File: src/rtl/mc_main_controller.sv
// Main control FSM of the multicycle MIPS core: sequences fetch/decode/execute/
// memory/writeback steps and decodes the datapath selects and write strobes.
module mc_main_controller #(
    parameter logic [5:0] OP_RTYPE = 6'b000000,
    parameter logic [5:0] OP_LW    = 6'b100011,
    parameter logic [5:0] OP_SW    = 6'b101011,
    parameter logic [5:0] OP_BEQ   = 6'b000100,
    parameter logic [5:0] OP_ADDI  = 6'b001000,
    parameter logic [5:0] OP_J     = 6'b000010
) (
    input  logic       i_clk,
    input  logic       i_rst_n,
    input  logic [5:0] i_opcode,
    input  logic       i_zero,
    input  logic       i_mem_ready,
    output logic       o_iord,
    output logic       o_memwrite,
    output logic       o_irwrite,
    output logic       o_regdst,
    output logic       o_memtoreg,
    output logic       o_regwrite,
    output logic       o_alusrca,
    output logic [1:0] o_alusrcb,
    output logic [1:0] o_aluop,
    output logic [1:0] o_pcsrc,
    output logic       o_pcen,
    output logic       o_illegal,
    output logic [3:0] o_state
);

    typedef enum logic [3:0] {
        FETCH    = 4'd0,
        DECODE   = 4'd1,
        MEMADR   = 4'd2,
        MEMRD    = 4'd3,
        MEMWB    = 4'd4,
        MEMWR    = 4'd5,
        EXECUTE  = 4'd6,
        ALUWB    = 4'd7,
        BRANCH   = 4'd8,
        ADDIEXEC = 4'd9,
        ADDIWB   = 4'd10,
        JUMP     = 4'd11
    } state_t;

    state_t state;
    state_t state_next;
    logic   pcwrite;
    logic   branch;

    // Memory handshake: the controller holds the address select (and write
    // strobe for stores) steady every cycle of an access; the access completes
    // in the cycle i_mem_ready is 1, and only then does the FSM advance.

    always_ff @(posedge i_clk or negedge i_rst_n) begin
        if (!i_rst_n) begin
            state <= FETCH;
        end else begin
            state <= state_next;
        end
    end

    always_comb begin
        state_next = FETCH;
        o_iord     = 1'b0;
        o_memwrite = 1'b0;
        o_irwrite  = 1'b0;
        o_regdst   = 1'b0;
        o_memtoreg = 1'b0;
        o_regwrite = 1'b0;
        o_alusrca  = 1'b0;
        o_alusrcb  = 2'b00;
        o_aluop    = 2'b00;
        o_pcsrc    = 2'b00;
        o_illegal  = 1'b0;
        pcwrite    = 1'b0;
        branch     = 1'b0;

        case (state)
            FETCH: begin
                o_alusrcb  = 2'b01;
                o_irwrite  = i_mem_ready;
                pcwrite    = i_mem_ready;
                state_next = i_mem_ready ? DECODE : FETCH;
            end
            DECODE: begin
                // Branch target is computed here, before the opcode is known.
                o_alusrcb = 2'b11;
                case (i_opcode)
                    OP_LW, OP_SW: state_next = MEMADR;
                    OP_RTYPE:     state_next = EXECUTE;
                    OP_BEQ:       state_next = BRANCH;
                    OP_ADDI:      state_next = ADDIEXEC;
                    OP_J:         state_next = JUMP;
                    default: begin
                        o_illegal  = 1'b1;
                        state_next = FETCH;
                    end
                endcase
            end
            MEMADR: begin
                o_alusrca  = 1'b1;
                o_alusrcb  = 2'b10;
                state_next = (i_opcode == OP_SW) ? MEMWR : MEMRD;
            end
            MEMRD: begin
                o_iord     = 1'b1;
                state_next = i_mem_ready ? MEMWB : MEMRD;
            end
            MEMWB: begin
                o_memtoreg = 1'b1;
                o_regwrite = 1'b1;
                state_next = FETCH;
            end
            MEMWR: begin
                o_iord     = 1'b1;
                o_memwrite = 1'b1;
                state_next = i_mem_ready ? FETCH : MEMWR;
            end
            EXECUTE: begin
                o_alusrca  = 1'b1;
                o_aluop    = 2'b10;
                state_next = ALUWB;
            end
            ALUWB: begin
                o_regdst   = 1'b1;
                o_regwrite = 1'b1;
                state_next = FETCH;
            end
            BRANCH: begin
                o_alusrca  = 1'b1;
                o_aluop    = 2'b01;
                o_pcsrc    = 2'b01;
                branch     = 1'b1;
                state_next = FETCH;
            end
            ADDIEXEC: begin
                o_alusrca  = 1'b1;
                o_alusrcb  = 2'b10;
                state_next = ADDIWB;
            end
            ADDIWB: begin
                o_regwrite = 1'b1;
                state_next = FETCH;
            end
            JUMP: begin
                o_pcsrc    = 2'b10;
                pcwrite    = 1'b1;
                state_next = FETCH;
            end
            default: state_next = FETCH;
        endcase
    end

    assign o_pcen  = pcwrite | (branch & i_zero);
    assign o_state = state;

endmodule

File: config.mk
export PLATFORM = sky130hd
export DESIGN_NAME = mc_main_controller
export DESIGN_NICKNAME = d
export VERILOG_FILES = /design/src/rtl/mc_main_controller.sv
export SDC_FILE = /design/constraint.sdc
export NUM_CORES = 1
export LEC_CHECK = 0
export ABC_AREA = 1
export CORE_UTILIZATION = 30
export DETAILED_ROUTE_END_ITERATION = 7
export GPL_ROUTABILITY_DRIVEN = 0
export PLACE_DENSITY_LB_ADDON = 0.08
export SYNTH_ARGS = -nofsm -noshare
export SYNTH_HDL_FRONTEND = slang
export SYNTH_SLANG_ARGS = --single-unit
File: constraint.sdc
create_clock -name i_clk -period 3.4 [get_ports i_clk]
set_clock_uncertainty 0.15 [all_clocks]
set_input_delay 0.68 -clock i_clk [delete_from_list [all_inputs] [get_ports i_clk]]
set_output_delay 0.68 -clock i_clk [all_outputs]
set_load 0.05 [all_outputs]
==> results.yml, run 1 <==
layout:
  antenna_cells: 0
  final_cells: 144
  seqCellArea_sq_um: 100
  area_delta_synth_final_pct: 61.6
  drive_gt1_share_pct: 10.2
  largest_register_ffs: 4
  design_area_sq_um: 853
  nNetsFinal: 140
  final_util_pct: 54.1
  multi_input_area_sq_um: 357
  nFillCells: 159
cts:
  cts_tree: "done"
  numCtsBuffers: 3
  clock_latency_ns: 0.24
  holdBufCountCts: 0
  ctsResizeCount: 0
  clk_pin_slew_worst_paths_ns: 0.04
  cts_buffer_depth: 2
  clock-sinks: 4
  htreeDepth: 1
  cts_root_buf: "clkbuf_4"
  cts_setup_buffers: 0
global_routing:
  overflow: 0
  grt_pass1_wl_um: 2530
  grt_max_degree: 7
  grt_usage_pct: 17.5
  antenna_found_initial: 0
  grt_pass1_vias: 587
yosys:
  seq_area_frac_synth_pct: 19.0
  yosysUniqueCellTypes: 14
  synth_common_cells: "nand2_1 (29), nor2_1 (19), inv_1 (16)"
  synthTopCellsByArea: "nand2_1 (21%), dfrtp_1 (19%), nor2_1 (14%)"
  syn_area_per_cell_sq_um: 5.39
  ys_warn_count: 0
  synthFlopType: "dfrtp_1"
  syn-num-nets: 108
  ys_ff_latch: 4
  syn_area_sq_um: 528
  syn_inst: 98
  yosysTopAreaCell: "nand2_1"
  synth.most_common_cell: "nand2_1"
  async_flop_share_pct: 100
  synth_top_area_share_pct: 20.6
  synth-edff-count: 0
flow_run:
  maxCapViolCount: 0
floorplan:
  row_count: 14
  die_y_um: 44.0
  dieWidth_um: 44.0
  dieArea_sq_um: 1930
  ios: 29
  coreArea_sq_um: 1580
  start_util_pct: 33.5
timing:
  worst_pin_slew_ns: 0.498
  finalCritPeriodShare_pct: 90.5
  whs_ns: 0.495
  final-max-slew-violation-count: 0
  max_freq_mhz: 325
  setup-tns-final_ns: 0
  hold_viol: 0
  period_needed_ns: 3.08
  maxSlewHeadroom_pct: 66.7
  rsz0062_at_grt: "no"
  setup_viol: 0
critical_path:
  path_max_fanout: 3
  crit_path_end_kind: "output pin"
  arrival_ns: 2.25
  start_kind: "primary input"
  slowest_stage: "clkdlybuf4s50_1"
  cpMostUsedCell: "clkdlybuf4s50_1"
  max_stage_delay_ns: 0.80
  path_class: "primary input to output pin"
  critPathRequiredTime_ns: 2.57
  path_cells: "clkdlybuf4s50_1, nand3_1, nand3b_1, clkdlybuf4s50_1"
  rr_worst_depth: 6
routing:
  wl_per_cell_um: 10.2
  ant_nets: 0
  wl_um: 1460
  drc: 0
  num_vias: 680
  drtPass1Iterations: 6
  routed_via_density: 4.72
  drt_iter0_drc: 11
pwr:
  pwr_density_cell_nw_per_um2: 781
  leakage_nw: 0.447
  p_sw_mw: 0.398
  p_clk_share_pct: 8.9
  swShare_pct: 59.8
  p_int_mw: 0.268
  seqPwrFrac_pct: 12.9
  combPwrFrac_pct: 78.2
  ir_drop_mv: 0.428
hold_path:
  hold_class: "primary input to asynchronous set/reset pin"
place:
  place_area_sq_um: 831
  hpwl_um: 1260
  placed_cells: 141
  port_buffers: 28
run_status:
  status: "finished, final reports clean"
[logic make-up after synthesis]
logic type	count (synthesis)	synth area share (%)
buf+inv	18	13.5
compound gates	9	8.77
flops	4	19.0
simple gates	67	58.8
[per-stage QoR]
step,setup WS (ns),total power [mW]
after floorplan,0.323,0.431
after global placement,0.374,0.605
after detailed placement,0.315,0.608
after CTS,0.315,0.671
after global routing,0.284,0.710
final,0.323,0.666
[area by class of cell]
cell class                      count  area share, %
Tap cell                           16           2.35
Sequential cell                     4           11.7
Multi-Input combinational cell     76           41.8
Clock buffer                        3           2.64
Inverter                           17           7.48
Timing Repair Buffer               28           34.0
[layer usage]
layer / vias up / share of wire [%] / global-route usage (%)
met5: - / 0 / 0
met1: 296 / 44 / 20.7
met2: 19 / 51 / 32.8
li1: 365 / - / -
met3: 0 / 4.8 / 5.42
met4: 0 / 0 / 0
[power groups by stage]
stage	Clock [mW]	Sequential [mW]	Combinational, mW
floorplan	0	0.128	0.303
global placement	0	0.0862	0.519
detailed placement	0	0.0869	0.521
CTS	0.0619	0.0864	0.523
global route	0.0657	0.0896	0.555
finish	0.0591	0.0863	0.521
[critical path, delay by kind of cell]
family        cells  cell delay, ns
buf+inv           2            1.30
simple gates      2            0.26
[worst paths after layout]
check	startpoint	to	slack [ns]
max reg2reg	o_state[0]$_DFF_PN0_	o_state[1]$_DFF_PN0_	2.09
min reg2reg	o_state[1]$_DFF_PN0_	o_state[3]$_DFF_PN0_	0.58
max in group asynchronous	i_rst_n	o_state[1]$_DFF_PN0_	2.43
min in group i_clk	o_state[1]$_DFF_PN0_	o_state[3]$_DFF_PN0_	0.58
max	i_mem_ready	o_pcen	0.32
min	i_rst_n	o_state[2]$_DFF_PN0_	0.50
[cell usage in the layout, fill, tap and decap left out, drive strengths merged]
| cell type | synthesis | final |
|---|---|---|
| nand2 | 30 | 30 |
| clkdlybuf4s50 | 0 | 27 |
| nor2 | 26 | 26 |
| inv | 17 | 17 |
| nand3 | 9 | 9 |
| o21ai | 5 | 5 |
| dfrtp | 4 | 4 |
| a21oi | 3 | 3 |
| clkbuf | 0 | 3 |
| nand3b | 2 | 2 |
| o22ai | 1 | 1 |
| buf | 1 | 1 |
No activity file was read; power rests on OpenSTA's default activity.
==> inputs of run 2 (changes only) <==
--- a/config.mk
+++ b/config.mk
@@ -9,7 +9,9 @@
 export CORE_UTILIZATION = 30
 export DETAILED_ROUTE_END_ITERATION = 7
 export GPL_ROUTABILITY_DRIVEN = 0
+export MAX_ROUTING_LAYER = met4
 export PLACE_DENSITY_LB_ADDON = 0.08
 export SYNTH_ARGS = -nofsm -noshare
 export SYNTH_HDL_FRONTEND = slang
 export SYNTH_SLANG_ARGS = --single-unit
+export TNS_END_PERCENT = 100
==> run 2 against run 1 <==
  * Register-to-register slack barely moved
  * Clock-buffer cell count unchanged
  * Fmax hardly changed
  * Sequential share of layout area unchanged
  * Worst hold slack stayed put
  * Via count decreased by 0.15%
  * Utilization unchanged
  * Global-route usage up 0.54 points
  * Combinational power hardly changed
  * Non-clock buffer count did not move
  * Critical path depth is the same
  * Wire length is 0.20% higher
==> results.yml, run 2 (synthesized netlist as in run 1, its figures left out) <==
timing:
  setup_viol: 0
  final-max-slew-violation-count: 0
  max_freq_mhz: 325
  finalCritPeriodShare_pct: 90.5
  worst_pin_slew_ns: 0.498
  rsz0062_at_grt: "no"
  period_needed_ns: 3.08
  maxSlewHeadroom_pct: 66.7
  setup-tns-final_ns: 0
  hold_viol: 0
pwr:
  leakage_nw: 0.447
  ir_drop_mv: 0.428
  combPwrFrac_pct: 78.0
  p_int_mw: 0.268
  seqPwrFrac_pct: 13.1
  pwr_density_cell_nw_per_um2: 782
  p_clk_share_pct: 8.9
  swShare_pct: 59.8
  p_sw_mw: 0.399
layout:
  area_delta_synth_final_pct: 61.6
  antenna_cells: 0
  multi_input_area_sq_um: 357
  seqCellArea_sq_um: 100
  largest_register_ffs: 4
  nFillCells: 159
  layout_common_cells: "nand2_1 (29), clkdlybuf4s50_1 (27), nor2_1 (19), inv_1 (16), nand3_1 (9)"
  nNetsFinal: 140
  final_util_pct: 54.1
  drive_gt1_share_pct: 10.2
  final_common_cell: "nand2_1"
routing:
  routed_via_density: 4.72
  wl_met3_um: 70
  wl_per_cell_um: 10.2
  wl_met2_um: 744
  drc: 0
  ant_nets: 0
  routed.top_layer: "met3"
  drtPass1Iterations: 6
  num_vias: 679
  drt_iter0_drc: 10
  wl_um: 1470
  wl_met1_um: 652
global_routing:
  grt_pass1_wl_um: 2530
  grt_usage_pct: 18.0
  antenna_found_initial: 0
  overflow: 0
  grt_max_degree: 7
  grt_pass1_vias: 585
cts:
  holdBufCountCts: 0
  clock_latency_ns: 0.24
  cts_tree: "done"
  cts_root_buf: "clkbuf_4"
  clk_pin_slew_worst_paths_ns: 0.04
  ctsResizeCount: 0
  clock-sinks: 4
  htreeDepth: 1
  cts_buffer_depth: 2
  cts_setup_buffers: 0
  numCtsBuffers: 3
floorplan:
  ios: 29
  row_count: 14
  dieWidth_um: 44.0
  coreArea_sq_um: 1580
  dieArea_sq_um: 1930
  die_y_um: 44.0
  start_util_pct: 33.5
place:
  hpwl_um: 1260
  port_buffers: 28
critical_path:
  start_kind: "primary input"
  crit_path_end_kind: "output pin"
  critPathRequiredTime_ns: 2.57
  arrival_ns: 2.25
  path_class: "primary input to output pin"
  rr_worst_depth: 6
  reg2reg_to: "o_state[1]$_DFF_PN0_"
  path_max_fanout: 3
  ff2ff_setup_slack_ns: 2.08
  timing.rr.start: "o_state[0]$_DFF_PN0_"
run_status:
  status: "finished, final reports clean"
hold_path:
  hold_class: "primary input to asynchronous set/reset pin"
flow_run:
  maxCapViolCount: 0
[run 2: cell counts in the layout (fill, tap and decap cells not counted)]
No cell type changed its count.
[run 2: critical path, stage by stage]
cell	delay (ns)
clkdlybuf4s50_1	0.50
nand3_1	0.13
nand3b_1	0.13
clkdlybuf4s50_1	0.80
[run 2: power by group through the flow]
| stage | registers (mW) | logic [mW] | clock network [mW] |
|---|---|---|---|
| 2_1_floorplan | 0.128 | 0.303 | 0 |
| 3_3_place_gp | 0.0862 | 0.519 | 0 |
| 3_5_place_dp | 0.0869 | 0.521 | 0 |
| 4_1_cts | 0.0864 | 0.523 | 0.0619 |
| 5_1_grt | 0.0896 | 0.555 | 0.0657 |
| 6_report | 0.0875 | 0.521 | 0.0591 |
[run 2: layout make-up]
type	count	share of cell area, %
multi-input combinational	76	41.8
sequential	4	11.7
tap	16	2.35
clock buffer	3	2.64
timing repair buffer	28	34.0
inverter	17	7.48
[run 2: stage by stage]
stage	power (mW)	cell area [sq um]	worst slack (ns)	cells	hold WS, ns
3_3_place_gp	0.605	831	0.374	141	0.558
6_report	0.667	853	0.323	144	0.495
2_1_floorplan	0.431	528	0.323	98	0.234
3_5_place_dp	0.608	831	0.315	141	0.585
5_1_grt	0.710	853	0.284	144	0.508
4_1_cts	0.671	853	0.315	144	0.490
[run 2: worst max-delay path by stage]
stage | from | to | slack [ns]
after floorplan | o_state[0]$_DFF_PN0_ | o_regwrite | 0.32
after global placement | i_mem_ready | o_pcen | 0.37
after detailed placement | i_mem_ready | o_pcen | 0.32
after CTS | i_mem_ready | o_pcen | 0.31
after global routing | i_mem_ready | o_pcen | 0.28
final | i_mem_ready | o_pcen | 0.32
[run 2: metal layers]
layer	vias to the layer above	global-route usage, %
met5	-	-
met4	0	0
met3	0	5.42
met2	19	32.8
met1	295	20.7
li1	365	-
